<file path="src/rtl/fetch_sequencer_pkg.sv">
// Shared definitions for the fetch sequencer slice.
//   fsm_state_e      : FETCH / HALTED state encoding
//   OPC_MSB/OPC_LSB  : opcode field position inside an instruction word
//   HALT_OPC_DEFAULT : default opcode that marks a halt instruction
//   wrap_addr()      : reduce an address modulo the instruction memory depth
//   opcode()         : extract the opcode field from an instruction word
package fetch_sequencer_pkg;

  typedef enum logic {
    ST_FETCH  = 1'b0,
    ST_HALTED = 1'b1
  } fsm_state_e;

  localparam int OPC_MSB = 15;
  localparam int OPC_LSB = 12;

  localparam logic [3:0] HALT_OPC_DEFAULT = 4'hF;

  function automatic logic [15:0] wrap_addr(input logic [15:0] addr,
                                            input int unsigned words);
    wrap_addr = 16'(32'(addr) % words);
  endfunction

  function automatic logic [3:0] opcode(input logic [15:0] ins);
    opcode = ins[OPC_MSB:OPC_LSB];
  endfunction

endpackage

</file>
<file path="src/rtl/fetch_sequencer_buffer.sv">
// fetch_buffer: 2-entry FIFO holding {pc, ins} pairs.
//   clk, rst_n : clock, asynchronous active-low reset
//   push/wdata : write an entry (accepted when not full, or full with a pop)
//   pop        : drop the head entry (ignored when empty)
//   flush      : empty the FIFO; takes priority over push and pop
//   full/empty : occupancy flags
//   rdata      : head entry, forced to zero while empty
module fetch_buffer #(
  parameter int W = 32
) (
  input  logic         clk,
  input  logic         rst_n,
  input  logic         push,
  input  logic         pop,
  input  logic         flush,
  input  logic [W-1:0] wdata,
  output logic         full,
  output logic         empty,
  output logic [W-1:0] rdata
);

  logic [W-1:0] mem_q [2];
  logic         rd_ptr_q;
  logic         wr_ptr_q;
  logic [1:0]   count_q;
  logic         do_push;
  logic         do_pop;

  assign full    = (count_q == 2'd2);
  assign empty   = (count_q == 2'd0);
  assign do_pop  = pop && !empty;
  // When full, the write slot equals the head slot, so a push is only
  // legal if the head is leaving in the same cycle.
  assign do_push = push && (!full || do_pop);
  assign rdata   = empty ? '0 : mem_q[rd_ptr_q];

  always_ff @(posedge clk or negedge rst_n) begin
    if (!rst_n) begin
      mem_q[0] <= '0;
      mem_q[1] <= '0;
      rd_ptr_q <= 1'b0;
      wr_ptr_q <= 1'b0;
      count_q  <= 2'd0;
    end else if (flush) begin
      rd_ptr_q <= 1'b0;
      wr_ptr_q <= 1'b0;
      count_q  <= 2'd0;
    end else begin
      if (do_push) begin
        mem_q[wr_ptr_q] <= wdata;
        wr_ptr_q        <= ~wr_ptr_q;
      end
      if (do_pop) begin
        rd_ptr_q <= ~rd_ptr_q;
      end
      case ({do_push, do_pop})
        2'b10:   count_q <= count_q + 2'd1;
        2'b01:   count_q <= count_q - 2'd1;
        default: count_q <= count_q;
      endcase
    end
  end

endmodule

</file>
<file path="src/rtl/fetch_sequencer.sv">
// fetch_sequencer: drives a combinational-read instruction memory and
// buffers fetched {pc, ins} pairs in a 2-entry FIFO for a consumer.
//   clk, rst_n                  : clock, asynchronous active-low reset
//   pc / ins                    : fetch address out, instruction word back
//   redirect_valid/redirect_pc  : flush and refetch from a new address
//   out_valid/out_ready         : consumer handshake
//   out_ins/out_pc              : head-of-buffer instruction and its address
//   halted                      : FSM is in HALTED
//   fetch_count                 : saturating count of accepted instructions
//   state                       : current FSM state (debug visibility)
//
// Handshake: an instruction transfers on a rising edge where out_valid and
// out_ready are both high; out_valid never depends on out_ready, and
// out_ins/out_pc hold steady while out_valid is high and out_ready is low.
// A redirect cancels any transfer in its cycle.
module fetch_sequencer
  import fetch_sequencer_pkg::*;
#(
  parameter logic [15:0] RESET_PC   = 16'h0000,
  parameter int unsigned IMEM_WORDS = 1024,
  parameter logic [3:0]  HALT_OPC   = HALT_OPC_DEFAULT
) (
  input  logic        clk,
  input  logic        rst_n,
  output logic [15:0] pc,
  input  logic [15:0] ins,
  input  logic        redirect_valid,
  input  logic [15:0] redirect_pc,
  output logic        out_valid,
  input  logic        out_ready,
  output logic [15:0] out_ins,
  output logic [15:0] out_pc,
  output logic        halted,
  output logic [15:0] fetch_count,
  output fsm_state_e  state
);

  localparam logic [15:0] RESET_PC_W = wrap_addr(RESET_PC, IMEM_WORDS);
  localparam logic [15:0] LAST_PC    = 16'(IMEM_WORDS - 1);

  fsm_state_e  state_q, state_d;
  logic [15:0] pc_q, pc_d;
  logic [15:0] count_q;
  logic        push, pop, flush;
  logic        buf_full, buf_empty;
  logic [31:0] buf_rdata;

  // State register
  always_ff @(posedge clk or negedge rst_n) begin
    if (!rst_n) begin
      state_q <= ST_FETCH;
      pc_q    <= RESET_PC_W;
    end else begin
      state_q <= state_d;
      pc_q    <= pc_d;
    end
  end

  // Next-state / control
  always_comb begin
    state_d = state_q;
    pc_d    = pc_q;
    push    = 1'b0;
    pop     = 1'b0;
    flush   = 1'b0;
    if (redirect_valid) begin
      flush   = 1'b1;
      pc_d    = wrap_addr(redirect_pc, IMEM_WORDS);
      state_d = ST_FETCH;
    end else begin
      pop = !buf_empty && out_ready;
      if (state_q == ST_FETCH && (!buf_full || pop)) begin
        push = 1'b1;
        if (opcode(ins) == HALT_OPC) begin
          // Halt word is buffered but pc parks on it.
          state_d = ST_HALTED;
        end else begin
          pc_d = (pc_q == LAST_PC) ? 16'h0000 : pc_q + 16'h0001;
        end
      end
    end
  end

  always_ff @(posedge clk or negedge rst_n) begin
    if (!rst_n) begin
      count_q <= 16'h0000;
    end else if (pop && count_q != 16'hFFFF) begin
      count_q <= count_q + 16'h0001;
    end
  end

  fetch_buffer #(.W(32)) u_buf (
    .clk   (clk),
    .rst_n (rst_n),
    .push  (push),
    .pop   (pop),
    .flush (flush),
    .wdata ({pc_q, ins}),
    .full  (buf_full),
    .empty (buf_empty),
    .rdata (buf_rdata)
  );

  assign pc          = pc_q;
  assign out_valid   = !buf_empty;
  assign out_pc      = buf_rdata[31:16];
  assign out_ins     = buf_rdata[15:0];
  assign halted      = (state_q == ST_HALTED);
  assign fetch_count = count_q;
  assign state       = state_q;

endmodule
</file>
<file path="config.mk">
export PLATFORM = sky130hd
export DESIGN_NAME = fetch_sequencer
export DESIGN_NICKNAME = d
export VERILOG_FILES = /design/src/rtl/fetch_sequencer_pkg.sv /design/src/rtl/fetch_sequencer_buffer.sv /design/src/rtl/fetch_sequencer.sv
export SDC_FILE = /design/constraint.sdc
export NUM_CORES = 1
export LEC_CHECK = 0
export CAP_MARGIN = 20
export CELL_PAD_IN_SITES_DETAIL_PLACEMENT = 2
export CELL_PAD_IN_SITES_GLOBAL_PLACEMENT = 2
export CORE_ASPECT_RATIO = 1.2
export CORE_UTILIZATION = 33
export DETAILED_ROUTE_END_ITERATION = 10
export PLACE_DENSITY = 0.89
export SLEW_MARGIN = 10
export SYNTH_ARGS = -nofsm -noshare
export SYNTH_HDL_FRONTEND = slang
export SYNTH_SLANG_ARGS = --single-unit
</file>
<file path="constraint.sdc">
create_clock -name clk -period 2.6 [get_ports clk]
set_input_delay 0.52 -clock clk [delete_from_list [all_inputs] [get_ports clk]]
set_output_delay 0.52 -clock clk [all_outputs]
set_load 0.01 [all_outputs]
</file>
# Word level (Yosys, flattened, before mapping)
# Index checks and enable logic that the tools add are counted.
dict set report totals {
  register_bits 101
  latchBits 0
  mem_bits_rw 0
  rom_bits 0
  inputBits 36
  output_inout_bits 67
  memories 0
}
dict set report op_classes {
  addsub 4
  multipliers 0
  n_div 0
  magnitude_cmp 3
  eq_ne 7
  shifts 0
  mux 24
  n_bitwise 6
  reduce_logical 19
}
# op n
set ops {}
lappend ops {{2-to-1 mux 32 bit} 5}
lappend ops {{bitwise mux 64 bit} 1}
lappend ops {{2-to-1 mux 16 bit} 4}
lappend ops {{adder 16 x 1 -> 16 bit (second input constant)} 2}
lappend ops {{demux 32 bit (select 1 bit)} 1}
lappend ops {{== test 16 x 10 -> 1 bit (second input constant)} 1}
lappend ops {{!= test 16 bit (second input constant)} 1}
lappend ops {{2-to-1 mux 1 bit} 11}
lappend ops {{nonzero test 2 bit} 4}
lappend ops {{logical AND 1 bit} 6}
lappend ops {{AND reduction 2 bit} 3}
lappend ops {{== test 2 bit (second input constant)} 2}
lappend ops {{== test 4 bit (second input constant)} 1}
lappend ops {{>= comparator 2 bit (second input constant)} 2}
lappend ops {{NOT 1 bit} 4}
lappend ops {{NOT 1 -> 2 bit} 2}
lappend ops {{one-hot mux 2 bit (2 select lines)} 1}
lappend ops {{nonzero test 3 bit} 1}
lappend ops {{adder 2 x 1 -> 2 bit (second input constant)} 1}
lappend ops {{== test 2 x 1 -> 1 bit (second input constant)} 1}
lappend ops {{zero test 1 bit} 2}
lappend ops {{zero test 2 bit} 1}
lappend ops {{logical OR 1 bit} 2}
lappend ops {{less-than comparator 2 x 1 -> 1 bit (second input constant)} 1}
lappend ops {{3 further kinds} 3}

# Logic depth before layout (Yosys ltp)
# Gate-level depths: netlist of the first run.
dict set report logic_depth {
  ltp_word 11
  depth_mapped 7
  depth_no_buf 6
}

# By module
# A second synthesis of the first run with hierarchy kept.
dict set report unflattened {
  cells_unflattened 412
  area_unflattened_um2 4953.5
}
# mod instances cells_per_inst area_per_inst_um2 seq_area_each_um2
set by_module_without_submodules {}
lappend by_module_without_submodules {fetch_buffer 1 231 3183.1 1701.6}
lappend by_module_without_submodules {fetch_sequencer 1 181 1770.4 825.8}

# Worst setup path before layout of the first run
# OpenSTA, ideal clock, no wires.
dict set report synth_path {
  kind {register to register}
  from {register pc_q[11], in the netlist pc[11]}
  to {register pc_q[5], in the netlist pc[5]}
  setup_time_ns 0.126
  arrival_time_ns 1.921
  required_time_ns 2.474
  path_slack_ns 0.553
  path_stages_with_launch 7
  path_buffers 2
  period_less_slack_ns 2.047
  path_cell_list {dfrtp_1 -> buf_6 -> or4_4 -> o41ai_4 -> buf_6 -> a21oi_1 -> a221o_1}
}
dict set report synth_between {
  elab_chain_len 5
}
# item line
set synth_lines {}
lappend synth_lines {{start, declared} fetch_sequencer.sv:42} ;# logic [15:0] pc_q, pc_d;
lappend synth_lines {{start signal, assigned} fetch_sequencer.sv:55} ;# pc_q <= pc_d;
lappend synth_lines {{== test 16 x 10 -> 1 bit} fetch_sequencer.sv:78} ;# pc_d = (pc_q == LAST_PC) ? 16'h0000 : pc_q + 16'h0001;
lappend synth_lines {{2-to-1 mux 16 bit} fetch_sequencer.sv:78}
lappend synth_lines {{2-to-1 mux 16 bit} fetch_sequencer.sv:74} ;# if (opcode(ins) == HALT_OPC) begin
lappend synth_lines {{2-to-1 mux 16 bit} fetch_sequencer.sv:72} ;# if (state_q == ST_FETCH && (!buf_full || pop)) begin
lappend synth_lines {{2-to-1 mux 16 bit} fetch_sequencer.sv:66} ;# if (redirect_valid) begin
# No other way between the ends. The select of a mux whose other input is x is not followed.
# A chain may end at the register's enable or synchronous reset.

# Final worst setup path of the first run
dict set report layout_path {
  from {register pc_q[13], in the netlist pc[13]}
  to {register pc_q[6], in the netlist pc[6]}
}
# The elaborated chain is that of the path after synthesis.

==> impl_summary.md, run 1 <==
Status
The run finished with clean final reports.

STA
The max-slew violation count is 0. Dividing the final minimum period by the clock period gives 0.945. The smallest clock period supported by the final layout is computed as 2.46 ns.

The total count of hold-check failures in the final report is 0. The slew of the pin with the lowest slew margin is 0.690 ns. The final worst hold slack is 0.152 ns. The worst pin sits at a relative slew slack of 0.536. The setup slack of the critical path after layout is 0.144 ns.

The final number of setup-violating endpoints is 0. Setup repair after global routing left no endpoint under its margin. The final worst clock skew is ~0.0080 ns. Based on the critical path, the design can be clocked at up to 407 MHz.

Detailed routing
The remaining antenna violation count after routing is 0. The detailed-route wire length per cell is slightly below 20 um. Using the TritonRoute via totals, the vias-per-cell ratio works out to about 5.2.

The total iterations of the first detailed-routing run is 4. The total number of vias is 3775. The routed wire length is 14.5 mm. The number of remaining DRC errors is 0. The detailed router finished its first iteration with 131 violations.

Floorplan
The floorplan has 48 rows. The standard cell core area is 14500 um2. The I/O pin count is between 100 and 150. The x dimension of the die is around 110 um.

The height of the die is 136 um. The floorplan step defined a die boundary enclosing 15400 um2. For this configuration, the core starts out at a cell density of 0.339.

Worst setup path
STA puts the critical path data required time at between 2 and 3 ns. Walking the worst path, the cells encountered are or4_4 > o41ai_4 > buf_4 > nor4_1 > a21oi_1 > o21ai_0. The largest individual stage delay along the critical path comes from the cell sky130_fd_sc_hd__o41ai_4.

The critical path startpoint category is a flip-flop. The worst-path maximum fanout is 9. The nature of the critical path endpoint is a flip-flop. The number of buffers and inverters on the critical path is 1. Data on the critical path arrives at its endpoint at between 2 and 3 ns. The critical setup path kind is flip-flop to flip-flop. The cell family with the largest share of critical-path delay is compound AO/OA/AOI/OAI gates.

For this run, the slowest stage of the critical path takes 0.64 ns.

Cells and area
Measured on the finished design, the core utilization comes to 0.448. The repair_antennas step left the layout with diodes totalling 0. The most common library cell in the layout ignoring fill and taps is sky130_fd_sc_hd__dfrtp_1.

The number of nets in the final layout is 566. Compared with the post-synthesis result, the final layout area differs by 32.0%. The share of cells above drive strength 1 is 0.221. The top cell types in the final layout, fill and taps aside, are sky130_fd_sc_hd__dfrtp_1, sky130_fd_sc_hd__clkdlybuf4s50_1, sky130_fd_sc_hd__mux2_2, sky130_fd_sc_hd__nor2_1, sky130_fd_sc_hd__mux2i_1. With fillers left out, the area of the finished cells amounts to 6480 um2.

Yosys
The synthesized design spends more area on one cell type than any other, namely sky130_fd_sc_hd__dfrtp_1. Counting every net in the synthesized netlist gives 461. Sorting the synthesized cells by area gives the leading types as sky130_fd_sc_hd__dfrtp_1, sky130_fd_sc_hd__mux2_2, sky130_fd_sc_hd__mux2i_1. The post-synthesis cell count is 423. The proportion of synthesized chip area in sequential cells is 0.515. The top-area cell type share of the netlist area is 0.515.

The most used flip-flop cell after synthesis is sky130_fd_sc_hd__dfrtp_1. The synthesized area divided by synthesized cell count is ~12 um2. By area, the combinational part of the netlist is dominated by multiplexers. Of the total synthesized cell area, the portion taken by XOR and XNOR cells is 0.0268. Of the total synthesized cell area, the portion taken by AND, OR, NAND and NOR gates is 0.119. Of the total synthesized cell area, the portion taken by full adders, half adders and majority gates is 0.00510. The post-synthesis compound-gate area fraction is 0.0787.

The synthesized design contains 0 enable-type register cells. The fraction of synthesized area in multiplexers is 0.214. The async set-reset flop share out of synthesis is 1.00. The number of storage elements in the synthesis netlist is between 100 and 150. The number of different library cells in the post-synthesis netlist is 51. The cell area that synthesis handed to floorplanning was a little under 5000 um2. The total of warnings raised by yosys is 0.

CTS
Counting the buffers created by CTS gives 9. The insertion delay of the later-clocked pin in the worst-skew pair is 0.35 ns. After clock tree synthesis, the clock-pin slew on the worst setup and hold paths is 0.07 ns.

TritonCTS built the clock tree. The clock root buffer is sky130_fd_sc_hd__clkbuf_16. After clock tree synthesis, the flow added hold-fix buffers numbering 0. The H-tree was split into 3 levels. Counting along the longest clock path gives a buffer depth of 2. For this design, the sink count on the clock tree is 101. Buffers added to address setup during post-CTS repair amount to 0. The number of cells upsized or downsized after cts is 0.

Global routing
The global-route met3 utilization is 0.0403. In the global route stage, met1 resource usage came out at 0.228. The number of global-route vias before repair was 4365.

The initial antenna violation count was 0. The global routing stage identified its most utilized layer as met2. The global-route congestion overflow total is 0. The total routing usage reported by global routing is 0.203. Entering global routing, the biggest net connects 41 pins. The met2 demand-to-capacity share in global routing is 0.381. The first global-routing pass estimated 23.8 mm of wire.

Power
The internal power of the cells is 0.00339 W. The net load switching power is around 0.0014 W. The share of total power dissipated in the clock network is 0.290. The leakage power is approximately 2.6 nW. The share of total power dissipated in combinational logic is 0.265.

Dividing total power by cell area gives a power density of 740 nW/um2. Of the total power, the share spent switching nets is 0.292. The share of total power dissipated in sequential elements is 0.446.

The worst vdd rail ir drop is 0.400 mV.

Place
The post-placement cell area is a little over 6000 um2. In this run the tool buffered the top-level ports with between 90 and 100 buffer cells. The global placement routability congestion is 0.811.

At the placement stage, the worst setup path has a slack of -0.0179 ns. The HPWL reported at the end of detailed placement is 10.5 mm.

Run
The max-cap check violation count is 0.

Hold path
The kind of path behind the tightest hold check is input pin to asynchronous set/reset pin.
## cell usage after synthesis, types with 3 or more instances
| cell type | count |
|---|---|
| sky130_fd_sc_hd__dfrtp_1 | 101 |
| sky130_fd_sc_hd__mux2_2 | 64 |
| sky130_fd_sc_hd__nor2_1 | 44 |
| sky130_fd_sc_hd__mux2i_1 | 32 |
| sky130_fd_sc_hd__nand2_1 | 21 |
| sky130_fd_sc_hd__o21ai_0 | 16 |
| sky130_fd_sc_hd__a21oi_1 | 13 |
| sky130_fd_sc_hd__clkbuf_1 | 13 |
| sky130_fd_sc_hd__xnor2_1 | 13 |
| sky130_fd_sc_hd__nand4_1 | 10 |
| sky130_fd_sc_hd__nand3_1 | 9 |
| sky130_fd_sc_hd__buf_2 | 7 |
| sky130_fd_sc_hd__o31ai_1 | 6 |
| sky130_fd_sc_hd__a31oi_1 | 5 |
| sky130_fd_sc_hd__and3_1 | 5 |
| sky130_fd_sc_hd__inv_1 | 5 |
| sky130_fd_sc_hd__nor2b_1 | 4 |
| sky130_fd_sc_hd__or3_1 | 4 |
| sky130_fd_sc_hd__a211oi_1 | 3 |
| sky130_fd_sc_hd__a221o_1 | 3 |
| sky130_fd_sc_hd__a41oi_1 | 3 |
| sky130_fd_sc_hd__clkbuf_8 | 3 |
| sky130_fd_sc_hd__nor3_1 | 3 |
| sky130_fd_sc_hd__nor4_1 | 3 |
## cells by family (layout without fill, tap and decap cells)
family                     after synthesis  in the layout
xor gates and xnor gates                15             15
muxes                                   97             97
DFF                                    101            101
adders and majority gates                2              2
and+or+nand+nor                        116            116
AOI/OAI and AO/OA                       57             57
buffers and inverters                   35            145
## metal layers
metal / wire length, um / part of all wire
met5: 0 / 0
met4: 247 / 0.017
met3: 619 / 0.043
met2: 7820 / 0.54
met1: 5820 / 0.40
## sequential cells by signal (all words and copies together) (netlist names)
register,count
u_buf.mem_q,64
halted,1
fetch_count,16
pc,16
u_buf.count_q,2
u_buf.wr_ptr_q,1
u_buf.rd_ptr_q,1
## final cells by class
class	count	area (um2)
fill	1482	7990
sequential	101	2530
multi-input combinational	287	2190
timing repair buffer	123	1190
clock buffer	13	260
tap	200	250
clock inverter	3	43.8
inverter	6	22.5
## metrics by stage
step / cells / total power (W) / setup TNS, ns
CTS: 733 / 0.00488 / 0
global route: 733 / 0.00505 / 0
floorplan: 423 / 0.00280 / 0
detailed placement: 717 / 0.00346 / -0.0179
global placement: 717 / 0.00334 / 0
finish: 733 / 0.00480 / 0
## power by group through the flow
| stage | Sequential (W) | Clock [W] | Combinational [W] |
|---|---|---|---|
| floorplan | 0.00209 | 0 | 0.000708 |
| finish | 0.00214 | 0.00139 | 0.00127 |
| CTS | 0.00214 | 0.00144 | 0.00130 |
| detailed placement | 0.00217 | 0 | 0.00129 |
| global placement | 0.00212 | 0 | 0.00122 |
| global route | 0.00218 | 0.00149 | 0.00138 |
## path summary, 6_finish.rpt
kind	cells after the start	start	slack, ns	endpoint
min reg2reg	1	fetch_count[5]	0.50	fetch_count[5]
max reg2reg	6	pc[13]	0.14	pc[6]
max	6	pc[13]	0.14	pc[6]
max in group asynchronous	2	rst_n	1.70	fetch_count[1]
min	1	rst_n	0.15	pc[8]
min in group clk	1	fetch_count[5]	0.50	fetch_count[5]
## worst register-to-register path, delay by kind of cell (launching register included)
family / cells / cell delay [ns]
buffers and inverters: 1 / 0.27
AOI/OAI and AO/OA: 3 / 0.94
DFF: 1 / 0.46
and+or+nand+nor: 2 / 0.66
Note: power is estimated with default switching activity, not from simulation.
==> inputs of run 2 (changes only) <==
CTS_CLUSTER_SIZE = 8   (was unset)
==> results of run 2 <==
Final layout, timing and power as in run 1 (identical DEF).
==> inputs of run 3 (changes only) <==
--- a/config.mk
+++ b/config.mk
@@ -10,8 +10,9 @@
 export CELL_PAD_IN_SITES_GLOBAL_PLACEMENT = 2
 export CORE_ASPECT_RATIO = 1.2
-export CORE_UTILIZATION = 33
+export CORE_UTILIZATION = 35
 export CTS_CLUSTER_SIZE = 8
 export DETAILED_ROUTE_END_ITERATION = 10
-export PLACE_DENSITY = 0.89
+export PLACE_DENSITY = 0.93
+export SKIP_LAST_GASP = 1
 export SLEW_MARGIN = 10
 export SYNTH_ARGS = -nofsm -noshare
==> constraint.sdc (replaced) <==
create_clock -name clk -period 3.15 [get_ports clk]
set_input_delay 0.63 -clock clk [delete_from_list [all_inputs] [get_ports clk]]
set_output_delay 0.63 -clock clk [all_outputs]
set_load 0.1 [all_outputs]
==> run 3 against run 2 <==
Effect of this change: combinational power up 46%; via count down 1.6%; largest cell class unchanged; clock skew down 0.0019 ns; sequential power down 16%; register-to-register slack better by 0.56 ns; die area down 5.6%; non-clock buffer count down 14; setup slack better by 0.50 ns; sequential share of layout area up 1.8 points; count of clock-buffer cells in the layout down 1.
==> impl_summary.md, run 3 (same netlist as run 1, synthesis figures left out) <==
Status
The flow ran to the end, and the final reports show no timing, DRC or antenna violations.

Power
In this run the static leakage power is ~2.7 nW. VDD sags by at most about 0.45 mV. In this run the power spent charging and discharging nets is between 0.002 and 0.0025 W. Of the total power, combinational logic draws 0.396. The part of the power in the clock network is 0.223.

Cell internal power was estimated by the tool at roughly 0.0027 W. Of the total power, the share spent switching nets is 0.426. Of the total power, registers draw 0.382. For this design the ratio of total power to cell area is around 760 nW/um2.

CTS
TritonCTS built the clock tree. The number of cells upsized or downsized after cts is 0. The later pin in the worst-skew pair is clocked with a latency of 0.35 ns. The number of buffers added for setup after CTS is 0.

After clock tree synthesis, the clock-pin slew on the worst setup and hold paths is 0.06 ns. The clock passes through at most 2 buffers. Clock tree synthesis inserted a total of 9 buffers. The tree built by TritonCTS fans out to 101 sinks.

The number of levels the H-tree was split into is 3. The clock root buffer is sky130_fd_sc_hd__clkbuf_16. After clock tree synthesis, the flow added hold-fix buffers numbering 0.

Detailed routing
Summed over all layers, the routed wires come to 14.2 mm. The remaining antenna violation count after routing is 0. After detailed routing, no signal wire sits above met4. The routed layout has 3715 vias.

Dividing the detail-routed via count by the number of cells gives 5.40. The number of remaining DRC errors is 0. Summed over all nets, wire length on met3 after detailed routing comes to 626 um. The violation count after the first detailed-route iteration is approximately 120. Wire segments on met2 add up to between 7 and 8 mm in the final route. The met1 wire length is 5.51 mm. The total iterations of the first detailed-routing run is 4. The detailed-route wire length per cell is 20.7 um.

Run
The tool flagged a number of max-cap violations equal to 0.

Worst setup path
The critical path data arrival time is 1.88 ns. The worst register-to-register path has a depth of 6. Following the worst setup path forward leads to its endpoint at out_pc[5]. The startpoint of the most critical register-to-register path is pc[10]. The critical path in this run is classified as flip-flop to primary output. In this run the critical register-to-register path is captured at pc[7]. For flop-to-flop paths, the worst setup slack is 0.70 ns. The worst setup path is captured at a primary output.

Data on the critical path is required at its endpoint by about 2.5 ns. Of all nets on the critical path, the largest fanout is 21. The start point of the critical path is u_buf.rd_ptr_q. The worst setup path is launched from a flip-flop.

STA
Between clock sinks in the finished design, the worst skew comes to 0.00606 ns. The setup TNS is 0 ns. The headroom to the max-slew limit is 0.528.

The achievable clock frequency is 399 MHz. The final number of setup-violating endpoints is 0. The max-slew violation count is 0.

For the finished layout, the period the worst path requires is 2.51 ns. The total count of hold-check failures in the final report was 0. Setup repair after global routing left no endpoint under its margin. The slew of the pin with the lowest slew margin is 0.708 ns. The post-route fraction of the period consumed by the critical path is 0.796.

Global routing
The initial antenna violation count was 0. The largest net degree at the start of global routing is 53. The global-route congestion overflow total is 0. The first-pass GRT wire length is 22.8 mm.

The number of global-route vias before repair is 4305. Across every metal layer, demand over resource in global routing totals 0.210.

Cells and area
The top cell types in the final layout, fill and taps aside, are sky130_fd_sc_hd__dfrtp_1, sky130_fd_sc_hd__buf_4, sky130_fd_sc_hd__mux2_2, sky130_fd_sc_hd__nor2_1, sky130_fd_sc_hd__mux2i_1. The area growth from synthesis to final layout is 26.2%. Summing all flip-flop and latch instances after layout gives 2530 um2. The final standard cell area without fillers is between 6000 and 7000 um2.

More flip-flops sit in one register than any other, and that register is u_buf.mem_q. Leaving out filler cells and counting taps, the final layout contains 688. In the final layout, the share of cells above drive strength 1 is 0.329. The register with the most flip-flops in the layout has 64 of them.

At the end of the flow, the number of nets in the layout was 552. The layout has 1441 filler cells. The multi-input combinational cells in the finished layout cover a total of 2190 um2. The number of diodes added for antenna fixing is 0. For this run, the share of the core covered by cells in the final layout is 0.450. Leaving out fill and tap cells, the most frequent cell in the layout is sky130_fd_sc_hd__dfrtp_1.

Floorplan
The row count is 47. In this run the vertical extent of the chip is 132 um. The die outline area is between 10000 and 15000 um2. The standard cell core area is 13800 um2. The I/O pin count is 103. The x dimension of the die is about 110 um.

The effective utilization at floorplan is 0.357.

Hold path
The kind of path behind the tightest hold check is input pin to asynchronous set/reset pin.

Place
After detailed placement, the design holds a cell count of 674. The post-placement cell area is roughly 6000 um2. The global placement routability congestion is 0.769. The count of buffers inserted at the top-level ports is 96. Detailed placement ended at an HPWL of 9.96 mm.
run 3: cell types whose count changed in the layout (fill, tap and decap cells not counted), sizes merged:
cell,change
clkdlybuf4s50,-67
buf,+53
bufinv,-1
clkbuf,-1
run 3: stage by stage:
step	setup slack (ns)	hold slack, ns	total power [W]
CTS	0.646	0.340	0.00475
floorplan	0.104	0.334	0.00314
finish	0.642	0.320	0.00469
global placement	0.440	0.468	0.00358
detailed placement	0.385	0.479	0.00369
global route	0.552	0.366	0.00490
run 3: layout make-up:
type,instances,area share
clock inverters,2,0.00161
multi-input cells,287,0.353
repair buffers,109,0.157
clock buffers,12,0.0414
flip-flops and latches,101,0.408
inverters,6,0.00363
well taps,171,0.0345
run 3: worst min-delay path by stage:
stage / slack, ns / endpoint
after global routing: 0.37 / pc[7]
final: 0.32 / pc[7]
after global placement: 0.47 / u_buf.mem_q[8]
after detailed placement: 0.48 / u_buf.mem_q[8]
after floorplan: 0.33 / fetch_count[0]
after CTS: 0.34 / pc[7]
run 3: critical path: stages, from the launching register on:
cell and delay [ns]:
sky130_fd_sc_hd__dfrtp_2 0.62, sky130_fd_sc_hd__buf_12 0.25, sky130_fd_sc_hd__mux2i_1 0.11, sky130_fd_sc_hd__nor2_1 0.19, sky130_fd_sc_hd__buf_4 0.33
run 3: per-layer routing:
metal	track usage	vias to the layer above
li1	-	1689
met1	0.232	1931
met2	0.381	78
met3	0.0479	17
met4	0.0833	0
met5	0	-
run 3: power by group through the flow:
stage	Combinational, W	Clock, W	Sequential [W]
finish	0.00186	0.00104	0.00179
global route	0.00195	0.00112	0.00183
CTS	0.00188	0.00108	0.00180
detailed placement	0.00187	0	0.00182
global placement	0.00181	0	0.00177
floorplan	0.00111	0	0.00203
